<file path="src/rtl/axil_pkg.sv">
// Shared AXI-lite definitions: response codes, write-adapter state encoding, width helpers.
package axil_pkg;

    localparam logic [1:0] RESP_OKAY   = 2'b00;
    localparam logic [1:0] RESP_SLVERR = 2'b10;
    localparam logic [1:0] RESP_DECERR = 2'b11;

    typedef enum logic [1:0] {
        STATE_IDLE = 2'd0,
        STATE_DATA = 2'd1,
        STATE_RESP = 2'd2
    } axil_wr_state_t;

    function automatic bit is_pow2(input int unsigned v);
        return (v != 0) && ((v & (v - 1)) == 0);
    endfunction

endpackage

</file>
<file path="src/rtl/axil_adapter_wr.sv">
// AXI-lite write-channel width adapter: replicates narrow writes onto a wide bus or
// splits a wide write into sequential narrow beats, one outstanding beat at a time.
module axil_adapter_wr
    import axil_pkg::*;
#(
    parameter int unsigned ADDR_WIDTH   = 32,
    parameter int unsigned S_DATA_WIDTH = 32,
    parameter int unsigned S_STRB_WIDTH = S_DATA_WIDTH / 8,
    parameter int unsigned M_DATA_WIDTH = 32,
    parameter int unsigned M_STRB_WIDTH = M_DATA_WIDTH / 8
) (
    input  logic                    clk,
    input  logic                    rst_n,
    input  logic [ADDR_WIDTH-1:0]   s_axil_awaddr,
    input  logic [2:0]              s_axil_awprot,
    input  logic                    s_axil_awvalid,
    output logic                    s_axil_awready,
    input  logic [S_DATA_WIDTH-1:0] s_axil_wdata,
    input  logic [S_STRB_WIDTH-1:0] s_axil_wstrb,
    input  logic                    s_axil_wvalid,
    output logic                    s_axil_wready,
    output logic [1:0]              s_axil_bresp,
    output logic                    s_axil_bvalid,
    input  logic                    s_axil_bready,
    output logic [ADDR_WIDTH-1:0]   m_axil_awaddr,
    output logic [2:0]              m_axil_awprot,
    output logic                    m_axil_awvalid,
    input  logic                    m_axil_awready,
    output logic [M_DATA_WIDTH-1:0] m_axil_wdata,
    output logic [M_STRB_WIDTH-1:0] m_axil_wstrb,
    output logic                    m_axil_wvalid,
    input  logic                    m_axil_wready,
    input  logic [1:0]              m_axil_bresp,
    input  logic                    m_axil_bvalid,
    output logic                    m_axil_bready
);

    localparam int unsigned S_ADDR_BIT_OFFSET = $clog2(S_STRB_WIDTH);
    localparam bit          EXPAND            = M_STRB_WIDTH > S_STRB_WIDTH;
    localparam bit          NARROW            = S_STRB_WIDTH > M_STRB_WIDTH;
    localparam int unsigned SEGMENT_COUNT     = EXPAND ? M_STRB_WIDTH / S_STRB_WIDTH
                                                       : S_STRB_WIDTH / M_STRB_WIDTH;
    localparam int unsigned SEG_W             = (SEGMENT_COUNT > 1) ? $clog2(SEGMENT_COUNT) : 1;

    if ((S_DATA_WIDTH != S_STRB_WIDTH * 8) || (M_DATA_WIDTH != M_STRB_WIDTH * 8) ||
        !is_pow2(S_STRB_WIDTH) || !is_pow2(M_STRB_WIDTH)) begin : g_bad_params
        $error("axil_adapter_wr: word size must be 8 bits and strobe widths powers of two");
    end

    axil_wr_state_t            state_q, state_d;
    logic [SEG_W-1:0]          seg_q, seg_d, seg_sel;
    logic                      s_awready_q, s_awready_d;
    logic                      s_wready_q, s_wready_d;
    logic                      s_bvalid_q, s_bvalid_d;
    logic [1:0]                s_bresp_q, s_bresp_d;
    logic [1:0]                resp_q, resp_d;
    logic [ADDR_WIDTH-1:0]     m_awaddr_q, m_awaddr_d;
    logic [2:0]                m_awprot_q, m_awprot_d;
    logic                      m_awvalid_q, m_awvalid_d;
    logic [M_DATA_WIDTH-1:0]   m_wdata_q, m_wdata_d;
    logic [M_STRB_WIDTH-1:0]   m_wstrb_q, m_wstrb_d;
    logic                      m_wvalid_q, m_wvalid_d;
    logic                      m_bready_q, m_bready_d;
    logic [S_DATA_WIDTH-1:0]   data_q, data_d;
    logic [S_STRB_WIDTH-1:0]   strb_q, strb_d;

    // State and registered outputs
    always_ff @(posedge clk or negedge rst_n) begin
        if (!rst_n) begin
            state_q     <= STATE_IDLE;
            seg_q       <= '0;
            s_awready_q <= 1'b0;
            s_wready_q  <= 1'b0;
            s_bvalid_q  <= 1'b0;
            s_bresp_q   <= '0;
            resp_q      <= '0;
            m_awaddr_q  <= '0;
            m_awprot_q  <= '0;
            m_awvalid_q <= 1'b0;
            m_wdata_q   <= '0;
            m_wstrb_q   <= '0;
            m_wvalid_q  <= 1'b0;
            m_bready_q  <= 1'b0;
            data_q      <= '0;
            strb_q      <= '0;
        end else begin
            state_q     <= state_d;
            seg_q       <= seg_d;
            s_awready_q <= s_awready_d;
            s_wready_q  <= s_wready_d;
            s_bvalid_q  <= s_bvalid_d;
            s_bresp_q   <= s_bresp_d;
            resp_q      <= resp_d;
            m_awaddr_q  <= m_awaddr_d;
            m_awprot_q  <= m_awprot_d;
            m_awvalid_q <= m_awvalid_d;
            m_wdata_q   <= m_wdata_d;
            m_wstrb_q   <= m_wstrb_d;
            m_wvalid_q  <= m_wvalid_d;
            m_bready_q  <= m_bready_d;
            data_q      <= data_d;
            strb_q      <= strb_d;
        end
    end

    // Next-state and next-output logic
    always_comb begin
        state_d     = state_q;
        seg_d       = seg_q;
        s_awready_d = s_awready_q;
        s_wready_d  = s_wready_q;
        s_bvalid_d  = s_bvalid_q;
        s_bresp_d   = s_bresp_q;
        resp_d      = resp_q;
        m_awaddr_d  = m_awaddr_q;
        m_awprot_d  = m_awprot_q;
        m_awvalid_d = m_awvalid_q;
        m_wdata_d   = m_wdata_q;
        m_wstrb_d   = m_wstrb_q;
        m_wvalid_d  = m_wvalid_q;
        m_bready_d  = m_bready_q;
        data_d      = data_q;
        strb_d      = strb_q;
        seg_sel     = EXPAND ? SEG_W'(s_axil_awaddr >> S_ADDR_BIT_OFFSET) : '0;

        unique case (state_q)
            STATE_IDLE: begin
                s_bvalid_d = s_bvalid_q && !s_axil_bready;
                if (s_awready_q && s_wready_q && s_axil_awvalid && s_axil_wvalid) begin
                    s_awready_d = 1'b0;
                    s_wready_d  = 1'b0;
                    m_awaddr_d  = NARROW ? (s_axil_awaddr & ~ADDR_WIDTH'(S_STRB_WIDTH - 1))
                                         : s_axil_awaddr;
                    m_awprot_d  = s_axil_awprot;
                    data_d      = s_axil_wdata;
                    strb_d      = s_axil_wstrb;
                    if (EXPAND) begin
                        m_wdata_d = M_DATA_WIDTH'({SEGMENT_COUNT{s_axil_wdata}});
                        m_wstrb_d = M_STRB_WIDTH'(s_axil_wstrb) << (32'(seg_sel) * S_STRB_WIDTH);
                    end else begin
                        m_wdata_d = M_DATA_WIDTH'(s_axil_wdata);
                        m_wstrb_d = M_STRB_WIDTH'(s_axil_wstrb);
                    end
                    m_awvalid_d = 1'b1;
                    m_wvalid_d  = 1'b1;
                    seg_d       = '0;
                    resp_d      = RESP_OKAY;
                    state_d     = STATE_DATA;
                end else begin
                    s_awready_d = !s_bvalid_d;
                    s_wready_d  = !s_bvalid_d;
                end
            end
            STATE_DATA: begin
                m_awvalid_d = m_awvalid_q && !m_axil_awready;
                m_wvalid_d  = m_wvalid_q && !m_axil_wready;
                if (!m_awvalid_d && !m_wvalid_d) begin
                    m_bready_d = 1'b1;
                    state_d    = STATE_RESP;
                end
            end
            STATE_RESP: begin
                if (m_bready_q && m_axil_bvalid) begin
                    m_bready_d = 1'b0;
                    if (m_axil_bresp != RESP_OKAY) begin
                        resp_d = m_axil_bresp;
                    end
                    // Remaining narrow beats step through the captured wide word
                    if (NARROW && (seg_q != SEG_W'(SEGMENT_COUNT - 1))) begin
                        seg_d       = seg_q + 1'b1;
                        m_awaddr_d  = m_awaddr_q + ADDR_WIDTH'(M_STRB_WIDTH);
                        m_wdata_d   = M_DATA_WIDTH'(data_q >> (32'(seg_d) * M_DATA_WIDTH));
                        m_wstrb_d   = M_STRB_WIDTH'(strb_q >> (32'(seg_d) * M_STRB_WIDTH));
                        m_awvalid_d = 1'b1;
                        m_wvalid_d  = 1'b1;
                        state_d     = STATE_DATA;
                    end else begin
                        s_bvalid_d = 1'b1;
                        s_bresp_d  = resp_d;
                        state_d    = STATE_IDLE;
                    end
                end
            end
            default: state_d = STATE_IDLE;
        endcase
    end

    assign s_axil_awready = s_awready_q;
    assign s_axil_wready  = s_wready_q;
    assign s_axil_bvalid  = s_bvalid_q;
    assign s_axil_bresp   = s_bresp_q;
    assign m_axil_awaddr  = m_awaddr_q;
    assign m_axil_awprot  = m_awprot_q;
    assign m_axil_awvalid = m_awvalid_q;
    assign m_axil_wdata   = m_wdata_q;
    assign m_axil_wstrb   = m_wstrb_q;
    assign m_axil_wvalid  = m_wvalid_q;
    assign m_axil_bready  = m_bready_q;

endmodule

</file>
<file path="config.mk">
export PLATFORM = sky130hd
export DESIGN_NAME = axil_adapter_wr
export DESIGN_NICKNAME = d
export VERILOG_FILES = /design/src/rtl/axil_pkg.sv /design/src/rtl/axil_adapter_wr.sv
export SDC_FILE = /design/constraint.sdc
export NUM_CORES = 1
export LEC_CHECK = 0
export ABC_AREA = 1
export CORE_MARGIN = 2
export CORE_UTILIZATION = 37
export DETAILED_ROUTE_END_ITERATION = 12
export PLACE_DENSITY = 0.77
export SETUP_SLACK_MARGIN = 0.4
export SKIP_CTS_REPAIR_TIMING = 1
export SYNTH_ARGS = -nofsm -noshare
export SYNTH_HDL_FRONTEND = slang
export SYNTH_SLANG_ARGS = --single-unit
</file>
<file path="constraint.sdc">
create_clock -name clk -period 1.2 [get_ports clk]
set_input_delay 0.24 -clock clk [delete_from_list [all_inputs] [get_ports clk]]
set_output_delay 0.24 -clock clk [all_outputs]
set_load 0.02 [all_outputs]
</file>
==> results.txt <==
----------------------------------------------------
[Setup path]
  Critical path launch point type ... input pin
  Data arrival time of the critical path ... 1.43 ns
  Worst Path Max Fanout ... 44
  Setup crit end kind ... flip-flop
  Crit path required time ... ~1.4 ns
  Worst Path Class, Setup ... input pin to flip-flop

[Global route]
  Vias in the first global route ... between 3000 and 4000
  Pin count of the biggest net entering global routing ... 72
  Wire length of the first global-routing pass ... 14.6 mm
  GRT Total Usage ... 0.185
  Total gr overflow ... 0
  Antenna violations before repair ... 0

[Clock tree]
  Clock transition at the registers of the reported paths ... 0.08 ns
  Clock Latency Late Sink ... 0.34 ns
  TritonCTS clock tree ... done
  Clock tree buffer depth ... 2
  H-tree level count ... 3
  Clock net sink count ... 82
  Clk Tree Root Cell ... sky130_fd_sc_hd__clkbuf_8
  Num CTS Buffers ... 9

[Logic synthesis]
  Netlist area before placement ... between 0.003 and 0.004 mm^2
  Main area contributors after synthesis ... sky130_fd_sc_hd__dfrtp_1 (62%), sky130_fd_sc_hd__nand2_1 (18%), sky130_fd_sc_hd__nand3_1 (12%), sky130_fd_sc_hd__buf_4 (1.6%), sky130_fd_sc_hd__buf_2 (1.1%)
  Most instantiated library cell after synthesis ... sky130_fd_sc_hd__nand2_1
  Fraction of post-synthesis cell area in the top cell type by area ... 0.624
  Syn Inst Count ... about 370
  Post-synthesis cell type with the largest combined area ... sky130_fd_sc_hd__dfrtp_1
  Synth warn ... 0
  Count of flip-flops with a built-in enable after synthesis ... 0
  FFs w/ async S/R, synth ... 1.00
  Register area share after synthesis ... 0.624
  Net count after synthesis ... approximately 450
  Synthesized flop and latch total ... 82
  Most frequently used flop master after synthesis ... sky130_fd_sc_hd__dfrtp_1
  Mean Syn Cell Area ... between 8 and 9 um^2
  Leading cell types by count after synthesis ... sky130_fd_sc_hd__nand2_1 (161), sky130_fd_sc_hd__dfrtp_1 (82), sky130_fd_sc_hd__nand3_1 (76)
  Cell variety after synth ... 19

[Power]
  Internal power of the cells ... 9.00 mW
  Combinational fraction of design power ... 0.519
  Static leakage power ... 2.92 nW
  Portion of total power attributed to the clock network ... 0.142
  Worst IR Drop VDD ... 1.17 mV
  Switching power summed over all nets ... about 5.9 mW
  PD cells ... between 2000 and 3000 mW/mm^2
  Part of the total power dissipated in sequential elements ... 0.339
  Switching fraction of total power ... 0.396

[Cells and area]
  Layout cells sized above 1 ... 0.266
  Net count of the finished layout ... 630
  Multi-input logic area ... between 0.001 and 0.0015 mm^2
  Number of fillers in the final layout ... 714
  Area growth, synth to finish ... 72.4%
  Post-route cell area ... roughly 0.0057 mm^2
  Storage cell area ... 0.00206 mm^2
  Final core utilization ... 0.653
  Number of antenna repair diodes ... 0

[Timing]
  Final critical delay including setup and external delays ... between 1 and 1.5 ns
  Unrepaired setup endpoints after global routing ... true
  Achievable frequency ... a little over 0.8 GHz
  Transition time of the tightest slew-check pin ... about 0.31 ns
  Final Hold Vio Count ... 17
  Final sum of negative setup slack ... -0.00223 ns
  Slew margin rel. ... 0.794
  Largest clock skew in the final design ... between 0.009 and 0.01 ns
  Final-report max-slew violation count ... 0
  Slack of the critical path ... -0.00223 ns
  Hold slack ... -0.217 ns
  Share of the clock period used by the worst path ... 1.00
  Final setup violation count ... 1

[Floorplan]
  IO Count ... 160
  Core Region ... between 0.008 and 0.009 mm^2
  Site Rows ... 34
  Chip width ... just under 100 um
  Die extent in y ... ~100 um
  Initial cell density of the core ... 0.379
  Die area ... 0.00966 mm^2

[Drt]
  Routed WL per cell ... roughly 15 um
  Residual DRC ... 0
  Number of search-and-repair iterations in the first detailed-routing pass ... 4
  Via/cell ratio ... between 4 and 5
  Remaining number of nets flagged by the antenna check after routing ... 0
  Uppermost signal routing layer after detailed routing ... met4
  Detailed-routing wirelength on met1 ... approximately 4.2 mm
  Total number of vias ... 3210
  Detailed router's first-iteration violation count ... 100
  Met2 Routed Length ... between 5 and 6 mm
  Overall routed net length ... 10.2 mm
  Met3 wire length ... between 700 and 800 um

[Placed design]
  DP Area ... 0.00506 mm^2
  Buffers on Ports ... 159
  Final GP Congestion ... 0.786
  Post-DP HPWL ... 6.23 mm

[Min path]
  Tightest Hold Check Type ... input pin to asynchronous set/reset pin

[Outcome]
  Violated checks ... hold timing, setup timing
  Outcome ... finished, violations left

[Job]
  Reported max-cap violation count ... 0

----------------------------------------------------
## critical path, stage by stage
cell	delay, ns
sky130_fd_sc_hd__clkdlybuf4s50_1	0.50
sky130_fd_sc_hd__nand2_2	0.08
sky130_fd_sc_hd__nor2_4	0.13
sky130_fd_sc_hd__nand2_2	0.11
sky130_fd_sc_hd__buf_12	0.19
sky130_fd_sc_hd__nand2_1	0.10
sky130_fd_sc_hd__nand2_1	0.05
## registers in the layout, summed over array words and instances, names as in the netlist
signal and flops:
m_axil_awprot 3, m_axil_awvalid 1, m_axil_wdata 32, m_axil_wstrb 4, s_axil_wready 1, m_axil_wvalid 1, s_axil_bresp 2, m_axil_awaddr 32
m_axil_bready 1, state_q 2, resp_q 2, s_axil_bvalid 1
## cells by family (layout without fill, tap and decap cells)
| family | Yosys count | after routing | share of synthesized area |
|---|---|---|---|
| DFF | 82 | 82 | 0.624 |
| AOI/OAI and AO/OA | 6 | 6 | 0.0114 |
| buffers and inverters | 34 | 220 | 0.0517 |
| and+or+nand+nor | 245 | 245 | 0.313 |
## stage by stage
stage                     power, mW  setup slack (ns)  std cells
after floorplan                8.41           0.00475        367
after global placement         11.6            -0.323        621
after detailed placement       11.8            -0.372        621
after CTS                      13.9            -0.411        636
after global routing           15.8            -0.107        661
final                          14.9          -0.00223        661
## cell type report
| class | count | area share |
|---|---|---|
| well taps | 108 | 0.0238 |
| clock inverters | 6 | 0.0146 |
| clock buffers | 9 | 0.0218 |
| inverters | 10 | 0.00662 |
| multi-input cells | 251 | 0.192 |
| repair buffers | 195 | 0.378 |
| flip-flops and latches | 82 | 0.363 |
## metal layers
| metal | up-vias | global-route usage |
|---|---|---|
| li1 | 1529 | - |
| met1 | 1536 | 0.234 |
| met2 | 132 | 0.313 |
| met3 | 13 | 0.0422 |
| met4 | 0 | 0.0664 |
| met5 | - | 0 |
## power groups by stage
| stage | sequential (mW) | clock [mW] | combinational [mW] |
|---|---|---|---|
| 6_report | 5.05 | 2.11 | 7.73 |
| 3_5_place_dp | 4.81 | 0 | 6.95 |
| 3_3_place_gp | 4.80 | 0 | 6.78 |
| 2_1_floorplan | 6.25 | 0 | 2.16 |
| 4_1_cts | 4.79 | 2.14 | 6.95 |
| 5_1_grt | 5.19 | 2.26 | 8.34 |
## placed cells by master (no fill, tap or decap)
cell                              count
sky130_fd_sc_hd__buf_6               79
sky130_fd_sc_hd__o211ai_1             1
sky130_fd_sc_hd__buf_12               7
sky130_fd_sc_hd__nor2_2               2
sky130_fd_sc_hd__nor2_4               2
sky130_fd_sc_hd__inv_1                6
sky130_fd_sc_hd__clkdlybuf4s50_1     79
sky130_fd_sc_hd__dlymetal6s2s_1       1
sky130_fd_sc_hd__buf_16               1
sky130_fd_sc_hd__clkinvlp_4           1
sky130_fd_sc_hd__clkbuf_16            4
sky130_fd_sc_hd__buf_4               22
sky130_fd_sc_hd__clkbuf_8             9
sky130_fd_sc_hd__inv_2                4
sky130_fd_sc_hd__buf_2                1
sky130_fd_sc_hd__or2_2                1
sky130_fd_sc_hd__nand3_2              1
sky130_fd_sc_hd__nand3_1             75
sky130_fd_sc_hd__nand4_1              1
sky130_fd_sc_hd__bufinv_16            2
sky130_fd_sc_hd__o21bai_1             1
sky130_fd_sc_hd__buf_8                1
sky130_fd_sc_hd__clkinv_2             3
sky130_fd_sc_hd__dfrtp_2              5
sky130_fd_sc_hd__nand2_2              2
sky130_fd_sc_hd__o21ai_0              2
sky130_fd_sc_hd__dfrtp_1             77
sky130_fd_sc_hd__a21o_1               1
sky130_fd_sc_hd__nand2_1            160
sky130_fd_sc_hd__nor2_1               1
sky130_fd_sc_hd__a21oi_1              1
## path summary, 6_finish.rpt
check	from	end	slack (ns)	cells past startpoint
min	rst_n	m_axil_wdata[31]$_DFFE_PN0P_	-0.22	1
min in group clk	s_axil_wdata[6]	m_axil_wdata[6]$_DFFE_PN0P_	0.45	3
max	s_axil_wvalid	m_axil_awprot[1]$_DFFE_PN0P_	-0.002	7
max reg2reg	state_q[1]$_DFFE_PN0P_	m_axil_awprot[1]$_DFFE_PN0P_	-0.002	5
max in group asynchronous	rst_n	m_axil_wdata[19]$_DFFE_PN0P_	0.94	2
min reg2reg	m_axil_wdata[23]$_DFFE_PN0P_	m_axil_wdata[23]$_DFFE_PN0P_	0.49	2
(Power assumes the default switching activity.)
